File: config.mk
export PLATFORM = sky130hd
export DESIGN_NAME = patgen
export DESIGN_NICKNAME = d
export VERILOG_FILES = /design/src/rtl/patgen_pkg.sv /design/src/rtl/patgen_poscnt.sv /design/src/rtl/patgen.sv
export SDC_FILE = /design/constraint.sdc
export NUM_CORES = 1
export LEC_CHECK = 0
export CAP_MARGIN = 20
export CORE_MARGIN = 1
export CORE_UTILIZATION = 55
export CTS_BUF_LIST = sky130_fd_sc_hd__clkbuf_4
export DETAILED_ROUTE_END_ITERATION = 6
export PLACE_DENSITY = 0.81
export SLEW_MARGIN = 15
export SYNTH_ARGS = -nofsm -noshare
export SYNTH_HDL_FRONTEND = slang
export SYNTH_HIERARCHICAL = 1
export SYNTH_SLANG_ARGS = --single-unit
File: constraint.sdc
create_clock -name DCLK -period 3.1 [get_ports DCLK]
set_clock_uncertainty 0.1 [all_clocks]
set_input_delay 0.775 -clock DCLK [delete_from_list [all_inputs] [get_ports DCLK]]
set_output_delay 0.775 -clock DCLK [all_outputs]
set_load 0.02 [all_outputs]
File: src/rtl/patgen_pkg.sv
// rtl/patgen_pkg.sv - shared constants for the display test-pattern generator
// Resolution table, pattern codes and 24-bit colour constants.
package patgen_pkg;

  typedef enum logic [2:0] {
    P_BAR    = 3'd0,
    P_RAMP   = 3'd1,
    P_CHECK  = 3'd2,
    P_LINE   = 3'd3,
    P_RED    = 3'd4,
    P_GREEN  = 3'd5,
    P_BLUE   = 3'd6,
    P_BORDER = 3'd7
  } pat_e;

  localparam logic [23:0] C_WHITE   = 24'hFFFFFF;
  localparam logic [23:0] C_YELLOW  = 24'hFFFF00;
  localparam logic [23:0] C_CYAN    = 24'h00FFFF;
  localparam logic [23:0] C_GREEN   = 24'h00FF00;
  localparam logic [23:0] C_MAGENTA = 24'hFF00FF;
  localparam logic [23:0] C_RED     = 24'hFF0000;
  localparam logic [23:0] C_BLUE    = 24'h0000FF;
  localparam logic [23:0] C_BLACK   = 24'h000000;

  // Table lookups instead of dividing HDO by 8 in hardware.
  function automatic logic [10:0] hdo_of(input logic [1:0] resol);
    case (resol)
      2'b00:   hdo_of = 11'd640;
      2'b01:   hdo_of = 11'd800;
      2'b10:   hdo_of = 11'd1024;
      default: hdo_of = 11'd1280;
    endcase
  endfunction

  function automatic logic [10:0] vdo_of(input logic [1:0] resol);
    case (resol)
      2'b00:   vdo_of = 11'd480;
      2'b01:   vdo_of = 11'd600;
      2'b10:   vdo_of = 11'd768;
      default: vdo_of = 11'd1024;
    endcase
  endfunction

  function automatic logic [10:0] barw_of(input logic [1:0] resol);
    case (resol)
      2'b00:   barw_of = 11'd80;
      2'b01:   barw_of = 11'd100;
      2'b10:   barw_of = 11'd128;
      default: barw_of = 11'd160;
    endcase
  endfunction

  function automatic logic [23:0] bar_color(input logic [2:0] idx);
    case (idx)
      3'd0:    bar_color = C_WHITE;
      3'd1:    bar_color = C_YELLOW;
      3'd2:    bar_color = C_CYAN;
      3'd3:    bar_color = C_GREEN;
      3'd4:    bar_color = C_MAGENTA;
      3'd5:    bar_color = C_RED;
      3'd6:    bar_color = C_BLUE;
      default: bar_color = C_BLACK;
    endcase
  endfunction

endpackage

File: src/rtl/patgen_poscnt.sv
// rtl/patgen_poscnt.sv - sync edge detection and pixel/line/bar/frame counters
// Counter values are valid for the cycle in which pre_de_i is high.
module patgen_poscnt
  import patgen_pkg::*;
#(
  parameter int CW = 11,
  parameter int FW = 8
) (
  input  logic          clk_i,
  input  logic          rst_i,
  input  logic [1:0]    resol_i,
  input  logic [2:0]    pat_sel_i,
  input  logic          vsync_x_i,
  input  logic          pre_de_i,
  output logic [CW-1:0] xpos_o,
  output logic [CW-1:0] ypos_o,
  output logic [2:0]    bidx_o,
  output logic [FW-1:0] fcnt_o,
  output pat_e          pat_o
);

  logic          vs_d_q, pde_d_q;
  logic [CW-1:0] xpos_q, xpos_d;
  logic [CW-1:0] ypos_q, ypos_d;
  logic [CW-1:0] bcnt_q, bcnt_d;
  logic [2:0]    bidx_q, bidx_d;
  logic [FW-1:0] fcnt_q, fcnt_d;
  pat_e          pat_q, pat_d;
  logic          vfall, defall;
  logic [CW-1:0] barw_m1;

  assign vfall   = vs_d_q & ~vsync_x_i;
  assign defall  = pde_d_q & ~pre_de_i;
  assign barw_m1 = CW'(barw_of(resol_i) - 11'd1);

  always_comb begin
    xpos_d = '0;
    bcnt_d = '0;
    bidx_d = '0;
    ypos_d = ypos_q;
    fcnt_d = fcnt_q;
    pat_d  = pat_q;
    if (pre_de_i) begin
      xpos_d = xpos_q + 1'b1;
      bidx_d = bidx_q;
      if (bcnt_q == barw_m1) begin
        bcnt_d = '0;
        if (bidx_q != 3'd7) bidx_d = bidx_q + 3'd1;
      end else begin
        bcnt_d = bcnt_q + 1'b1;
      end
    end
    // Frame start takes priority over the end-of-line increment.
    if (vfall) begin
      ypos_d = '0;
      fcnt_d = fcnt_q + 1'b1;
      pat_d  = pat_e'(pat_sel_i);
    end else if (defall) begin
      ypos_d = ypos_q + 1'b1;
    end
  end

  always_ff @(posedge clk_i or posedge rst_i) begin
    if (rst_i) begin
      vs_d_q  <= 1'b1;
      pde_d_q <= 1'b0;
      xpos_q  <= '0;
      ypos_q  <= '0;
      bcnt_q  <= '0;
      bidx_q  <= '0;
      fcnt_q  <= '0;
      pat_q   <= P_BAR;
    end else begin
      vs_d_q  <= vsync_x_i;
      pde_d_q <= pre_de_i;
      xpos_q  <= xpos_d;
      ypos_q  <= ypos_d;
      bcnt_q  <= bcnt_d;
      bidx_q  <= bidx_d;
      fcnt_q  <= fcnt_d;
      pat_q   <= pat_d;
    end
  end

  assign xpos_o = xpos_q;
  assign ypos_o = ypos_q;
  assign bidx_o = bidx_q;
  assign fcnt_o = fcnt_q;
  assign pat_o  = pat_q;

endmodule

File: src/rtl/patgen.sv
// rtl/patgen.sv - display test-pattern generator top
// Colour mux plus one register stage that keeps syncs, DE and RGB aligned.
module patgen
  import patgen_pkg::*;
#(
  parameter int CW  = 11,
  parameter int FW  = 8,
  parameter int CHK = 5
) (
  input  logic       DCLK,
  input  logic       DRST,
  input  logic [1:0] RESOL,
  input  logic [2:0] PAT_SEL,
  input  logic       DSP_HSYNC_X,
  input  logic       DSP_VSYNC_X,
  input  logic       DSP_preDE,
  output logic       DSP_HSYNC_OUT_X,
  output logic       DSP_VSYNC_OUT_X,
  output logic       DSP_DE,
  output logic [7:0] DSP_R,
  output logic [7:0] DSP_G,
  output logic [7:0] DSP_B
);

  logic [CW-1:0] xpos, ypos;
  logic [2:0]    bidx;
  logic [FW-1:0] fcnt;
  pat_e          pat;
  logic [23:0]   pat_rgb, rgb_d, rgb_q;
  logic          hs_q, vs_q, de_q;
  logic [CW-1:0] hdo_m1, vdo_m1;
  logic          on_border;

  patgen_poscnt #(.CW(CW), .FW(FW)) u_poscnt (
    .clk_i     (DCLK),
    .rst_i     (DRST),
    .resol_i   (RESOL),
    .pat_sel_i (PAT_SEL),
    .vsync_x_i (DSP_VSYNC_X),
    .pre_de_i  (DSP_preDE),
    .xpos_o    (xpos),
    .ypos_o    (ypos),
    .bidx_o    (bidx),
    .fcnt_o    (fcnt),
    .pat_o     (pat)
  );

  assign hdo_m1    = CW'(hdo_of(RESOL) - 11'd1);
  assign vdo_m1    = CW'(vdo_of(RESOL) - 11'd1);
  assign on_border = (xpos == '0) || (xpos == hdo_m1) || (ypos == '0) || (ypos == vdo_m1);

  always_comb begin
    pat_rgb = C_BLACK;
    case (pat)
      P_BAR:    pat_rgb = bar_color(bidx);
      P_RAMP:   pat_rgb = {3{xpos[7:0]}};
      P_CHECK:  pat_rgb = (xpos[CHK] ^ ypos[CHK]) ? C_BLACK : C_WHITE;
      P_LINE:   pat_rgb = (xpos == CW'({fcnt, 2'b00})) ? C_WHITE : C_BLACK;
      P_RED:    pat_rgb = C_RED;
      P_GREEN:  pat_rgb = C_GREEN;
      P_BLUE:   pat_rgb = C_BLUE;
      P_BORDER: pat_rgb = on_border ? C_WHITE : C_BLACK;
      default:  pat_rgb = C_BLACK;
    endcase
  end

  assign rgb_d = DSP_preDE ? pat_rgb : C_BLACK;

  always_ff @(posedge DCLK or posedge DRST) begin
    if (DRST) begin
      hs_q  <= 1'b1;
      vs_q  <= 1'b1;
      de_q  <= 1'b0;
      rgb_q <= C_BLACK;
    end else begin
      hs_q  <= DSP_HSYNC_X;
      vs_q  <= DSP_VSYNC_X;
      de_q  <= DSP_preDE;
      rgb_q <= rgb_d;
    end
  end

  assign DSP_HSYNC_OUT_X = hs_q;
  assign DSP_VSYNC_OUT_X = vs_q;
  assign DSP_DE          = de_q;
  assign DSP_R           = rgb_q[23:16];
  assign DSP_G           = rgb_q[15:8];
  assign DSP_B           = rgb_q[7:0];

endmodule

Word level (Yosys, flattened, before mapping)
Index checks and enable logic that the tools add are counted.

Input port bits: 10. Word-level logic and storage cells: 72. Flip-flop bits (word level): 74. Output and inout bits: 27.

Eq/ne operators: 22. Reduce and logical (&&, ||, !) cells: 10. Bitwise operators: 5. Multiplexer cells: 17. Add/sub/neg operators: 8.

Operator list (number): $pmux 24 s8 (1); $pmux 24 s7 (1); $mux 24 (4); $pmux 11 s3 (2); $mux 11 (5); $add 11x1->11 const B (3); $eq 11x11->1 (3); $pmux 8 s3 (1); $logic_not 11->1 (2); $sub 11x1->11 const B (2); $eq 3x3->1 const B (7); $eq 3x2->1 const B (4); $eq 11x10->1 (1); $mux 3 (3); $sub 8x1->9 const B (1); $add 8x1->8 const B (1); $eq 3x1->1 const B (2); $logic_not 3->1 (2); $ne 2x1->1 const B (2); $add 3x1->3 const B (1); $logic_or 1x1->1 (3); $ne 3x3->1 const B (1); $and 1x1->1 (2); $eq 2x1->1 const B (1); 6 further kinds (7).

Logic depth before layout (Yosys ltp)
Word-level depth: 10. Mapped depth: 10. Mapped depth without buffers: 10.

Modules after synthesis
The synthesis kept the hierarchy.

By module, submodules not included: patgen_poscnt (cells an instance 240, instances 1, sequential area each 1227.4 sq um, area an instance 2507.4 sq um); patgen (cells an instance 141, instances 1, sequential area each 678.2 sq um, area an instance 1432.6 sq um).

Worst setup path before layout
Ideal clock, no wire load.

Path type: input to register. Start point: input port RESOL[1]. End point: register rgb_q[0]. Setup time: 0.134 ns. Stages on the path: 10. Arrival: 2.562 ns. Buffers on the path: 0. Path slack: 0.304 ns. Data required time: 2.866 ns. Path through: inv_1 > ha_1 > inv_1 > ha_1 > xnor3_1 > nor3_1 > o2111ai_1 > nand3_1 > o31ai_4 > a21oi_1.

Cells in the longest elaborated chain, start to end: 10. Elaborated cells between the ends (all ways): 15. Classes of those cells: add/sub: 2; eq/ne: 4; mux: 5; reduce/logical: 4.

Ends and longest elaborated chain: start, declared (line patgen.sv:12) `input logic [1:0] RESOL,`; $eq 2x2->1, or another cell as far along (line patgen_pkg.sv:27, patgen_pkg.sv:36); $pmux 11 s3 (line patgen_pkg.sv:27) `case (resol)`; $sub 11x1->11 (line patgen.sv:48) `assign hdo_m1 = CW'(hdo_of(RESOL) - 11'd1);`; $eq 11x11->1 (line patgen.sv:50) `assign on_border = (xpos == '0) || (xpos == hdo_m1) || (ypos == '0) || (ypos == vdo_m1);`; $logic_or 1x1->1 (2 in series) (line patgen.sv:50); $logic_or 1x1->1 (*) (line patgen.sv:50); $mux 24 (*) (line patgen.sv:62) `P_BORDER: pat_rgb = on_border ? C_WHITE : C_BLACK;`; $pmux 24 s8 (*) (line patgen.sv:54) `case (pat)`; $mux 24 (*) (line patgen.sv:67) `assign rgb_d = DSP_preDE ? pat_rgb : C_BLACK;`; net rgb_d[0] (line patgen.sv:29) `logic [23:0] pat_rgb, rgb_d, rgb_q;`; end signal, assigned (line patgen.sv:79) `rgb_q <= rgb_d;`; end, declared (line patgen.sv:29).

Mark *: on every way through the listed nets, which the timed path passes. The rest lies on a longest branch. A chain may end at the register's enable or synchronous reset.

Final worst setup path
Start point: input port RESOL[1]. End point: register rgb_q[5].

Same word-level chain as after synthesis.

==> results.toml <==
[outcome]
status = "complete, no violations"

[logic_synthesis]
synth_compound_area_share_pct = 9.15
synthMuxAreaShare_pct = 0.762
synth_area_per_cell_um2 = 10.3
yosys_warnings = 6
synth_top_family_by_area = "simple AND/OR/NAND/NOR gates"
synth_xor_xnor_area_share_pct = 13.0
synth_nets = 412
netlist_area_mm2 = 0.00394
yosysTopAreaCell = "dfrtp_1"
synth-simple-area-share_pct = 19.7
synth_cell_types = 48
ys_ff_latch = 76
synth-adder-area-share_pct = 6.67
seq_area_frac_synth_pct = 48.4
synth_top_area_share_pct = 46.4
synthCells = 381
netlist_top_cells_area = "dfrtp_1 (46%), xnor2_1 (7.1%), ha_1 (6.7%)"

[die]
core_area_mm2 = 0.00687
die_h_um = 86.6
rows = 30
num_io_pins = 37
dieWidth_um = 86.6
initial_core_util_pct = 57.4
die_area_mm2 = 0.00751

[clock_network]
clk_path_buf_depth = 2
postCtsHoldBufs = 0
cts.reportedPaths.clkPinSlew_ns = 0.13
clock-sinks = 76
root_buffer = "clkbuf_4"
post-cts-setup-buffers = 0
htree_levels = 3
cts_inserted_buffers = 9
cts_resized = 0
insertion_delay_ns = 0.42
tritoncts = "built"

[placed_design]
place.gp.congestion = 0.806
place_ws_ns = -0.345
dp_cells = 521
port_buffers = 36
hpwlAfterDp_um = 5730

[setup_path]
path_max_fanout = 8
crit_buf_inv = 3
slowest_delay_ns = 0.45
crit_family = "compound AO/OA/AOI/OAI gates"
required_ns = 3.30
start_kind = "input pin"
reg2reg_depth = 6
crit_chain = "clkdlybuf4s50_1, inv_1, ha_1, inv_1, ha_1, xnor3_1, nor3_1, o2111ai_1, nand3_1, o31ai_4, a21oi_1"
cp-end-kind = "flip-flop"
cp_slowest_cell = "clkdlybuf4s50_1"
critical_path_class = "input pin to flip-flop"
worstPathArrival_ns = 3.18
worst-path-stages = 11

[timing]
slew_headroom_pct = 54.0
finalWorstSetupSlack_ns = 0.121
worst_pin_slew_ns = 0.689
setup_viol = 0
rsz0062_at_grt = "false"
finalCriticalPeriod_ns = 2.98
slew_viol_final = 0
hold_violations = 0
min_period_over_period_pct = 96.1
fmax_ghz = 0.336

[run]
maxCapViolCount = 0

[power]
cellLeakagePower_nw = 2.06
power.total_w = 0.00236
powerDensity_mw_per_mm2 = 506
vdd_drop_max_uv = 204

[routing]
drt-initial-drc-count = 134
dr.pass1.iters = 4
wl_per_cell_um = 14.4
wirelength_um = 7720
drc = 0
routed_via_density = 5.38
antenna_left = 0
via_count = 2885

[finish]
nNetsFinal = 467
fillers = 556
drive_gt1_share_pct = 10.9
instances_no_fill = 536
syn2layout_area_growth_pct = 18.1
n_antenna_cell = 0

[global_routing]
grt-ovfl-total = 0
grt_pass1_wl_um = 13000
grt_start_max_net_pins = 32
grt_util_all_layers_pct = 22.8
antenna_found_initial = 0
grt_pass1_vias = 2748

[worst_hold_path]
hold_depth = 1
min_path_type = "flip-flop to flip-flop"
[per-layer routing]
| layer | part of all wire [%] | track usage, % |
|---|---|---|
| met5 | 0 | 0 |
| met4 | 1.4 | 6.97 |
| met3 | 3.7 | 5.43 |
| met2 | 50 | 39.4 |
| met1 | 45 | 28.4 |
[area by class of cell]
cell class / count / area (µm²) / share of cell area [%]
flip-flops and latches: 76 / 1910 / 41.0
multi-input cells: 284 / 1940 / 41.8
clock inverters: 6 / 90.1 / 1.94
inverters: 14 / 52.6 / 1.13
repair buffers: 51 / 473 / 10.2
clock buffers: 9 / 67.6 / 1.45
well taps: 96 / 120 / 2.58
[worst register-to-register path: stages, from the launching register on]
cell     delay [ns]
dfrtp_1        0.56
xnor2_1        0.20
and4_1         0.21
a31oi_2        0.28
inv_1          0.14
o31ai_4        0.39
a21oi_1        0.13
[logic make-up after synthesis]
logic type | Yosys count
fa+ha+maj | 21
buf+inv | 21
compound gates | 51
mux | 3
flops | 76
simple gates | 152
xor+xnor | 57
[layout by cell type (no fill, tap or decap), types with 3 or more instances in the layout]
cell type and n:
clkdlybuf4s50_1 36, buf_4 15, nand2_1 57, inv_1 13
and2_1 11, xor2_1 24, nand3_1 12, mux2i_1 3
dfstp_2 3, nor4_1 10, o21ai_0 6, a21oi_1 28
nor3_1 10, dfrtp_1 73, nand4_1 8, ha_1 21
or3_1 5, nor2_1 21, xnor2_1 32, clkbuf_4 9
[synthesized netlist by cell type, drive strengths merged]
master	count
a21oi	28
o2111ai	3
o41ai	1
dfstp	3
nand3	12
a2111oi	2
and4	2
a21boi	2
xnor2	32
and3	2
a31oi	3
nor2	21
o21ai	7
o31ai	1
o22ai	1
nand2b	3
nor2b	2
nand2	57
xnor3	1
clkbuf	1
and3b	2
o211ai	1
and2b	1
a211oi	2
nor4	12
and2	11
xor2	24
inv	14
nor3b	1
nand4b	1
nand4	8
or3	5
nor3	10
buf	6
or3b	1
ha	21
or2	1
dfrtp	73
mux2i	3
[worst paths after layout]
| kind | from | endpoint | slack [ns] |
|---|---|---|---|
| hold reg to reg | u_poscnt/fcnt_o[7] | u_poscnt/fcnt_o[7] | 0.42 |
| max in group asynchronous | DRST | u_poscnt/vs_d_q | 1.49 |
| min in group asynchronous | DRST | DSP_DE | 0.47 |
| hold / removal | u_poscnt/fcnt_o[7] | u_poscnt/fcnt_o[7] | 0.42 |
| setup / recovery | RESOL[1] | rgb_q[5] | 0.12 |
| setup reg to reg | u_poscnt/xpos_o[5] | rgb_q[5] | 1.00 |
[state kept, by name, summed over array words and instances, names as in the netlist, 3 cells and up]
signal / flops
u_poscnt/fcnt_o: 8
rgb_q: 24
u_poscnt/ypos_o: 11
u_poscnt/bidx_o: 3
u_poscnt/xpos_o: 11
u_poscnt/pat_o: 3
u_poscnt/bcnt_q: 11
[through the flow]
stage / hold WS [ns] / cell area, µm² / utilization, % / setup TNS, ns
floorplan: 0.364 / 3940 / - / 0
detailed placement: 0.394 / 4490 / 65.4 / -6.52
global route: 0.428 / 4650 / 67.7 / 0
global placement: 0.389 / 4490 / 65.4 / -4.99
finish: 0.419 / 4650 / 67.7 / 0
CTS: 0.414 / 4650 / 67.7 / 0
[power breakdown]
part	total, W	switching [W]	leakage [nW]	internal, W
Combinational	0.000502	0.000269	0.971	0.000233
Sequential	0.00118	0.0000939	1.00	0.00109
Clock	0.000668	0.000344	0.0820	0.000324
Power figures use the tool's default switching activity.
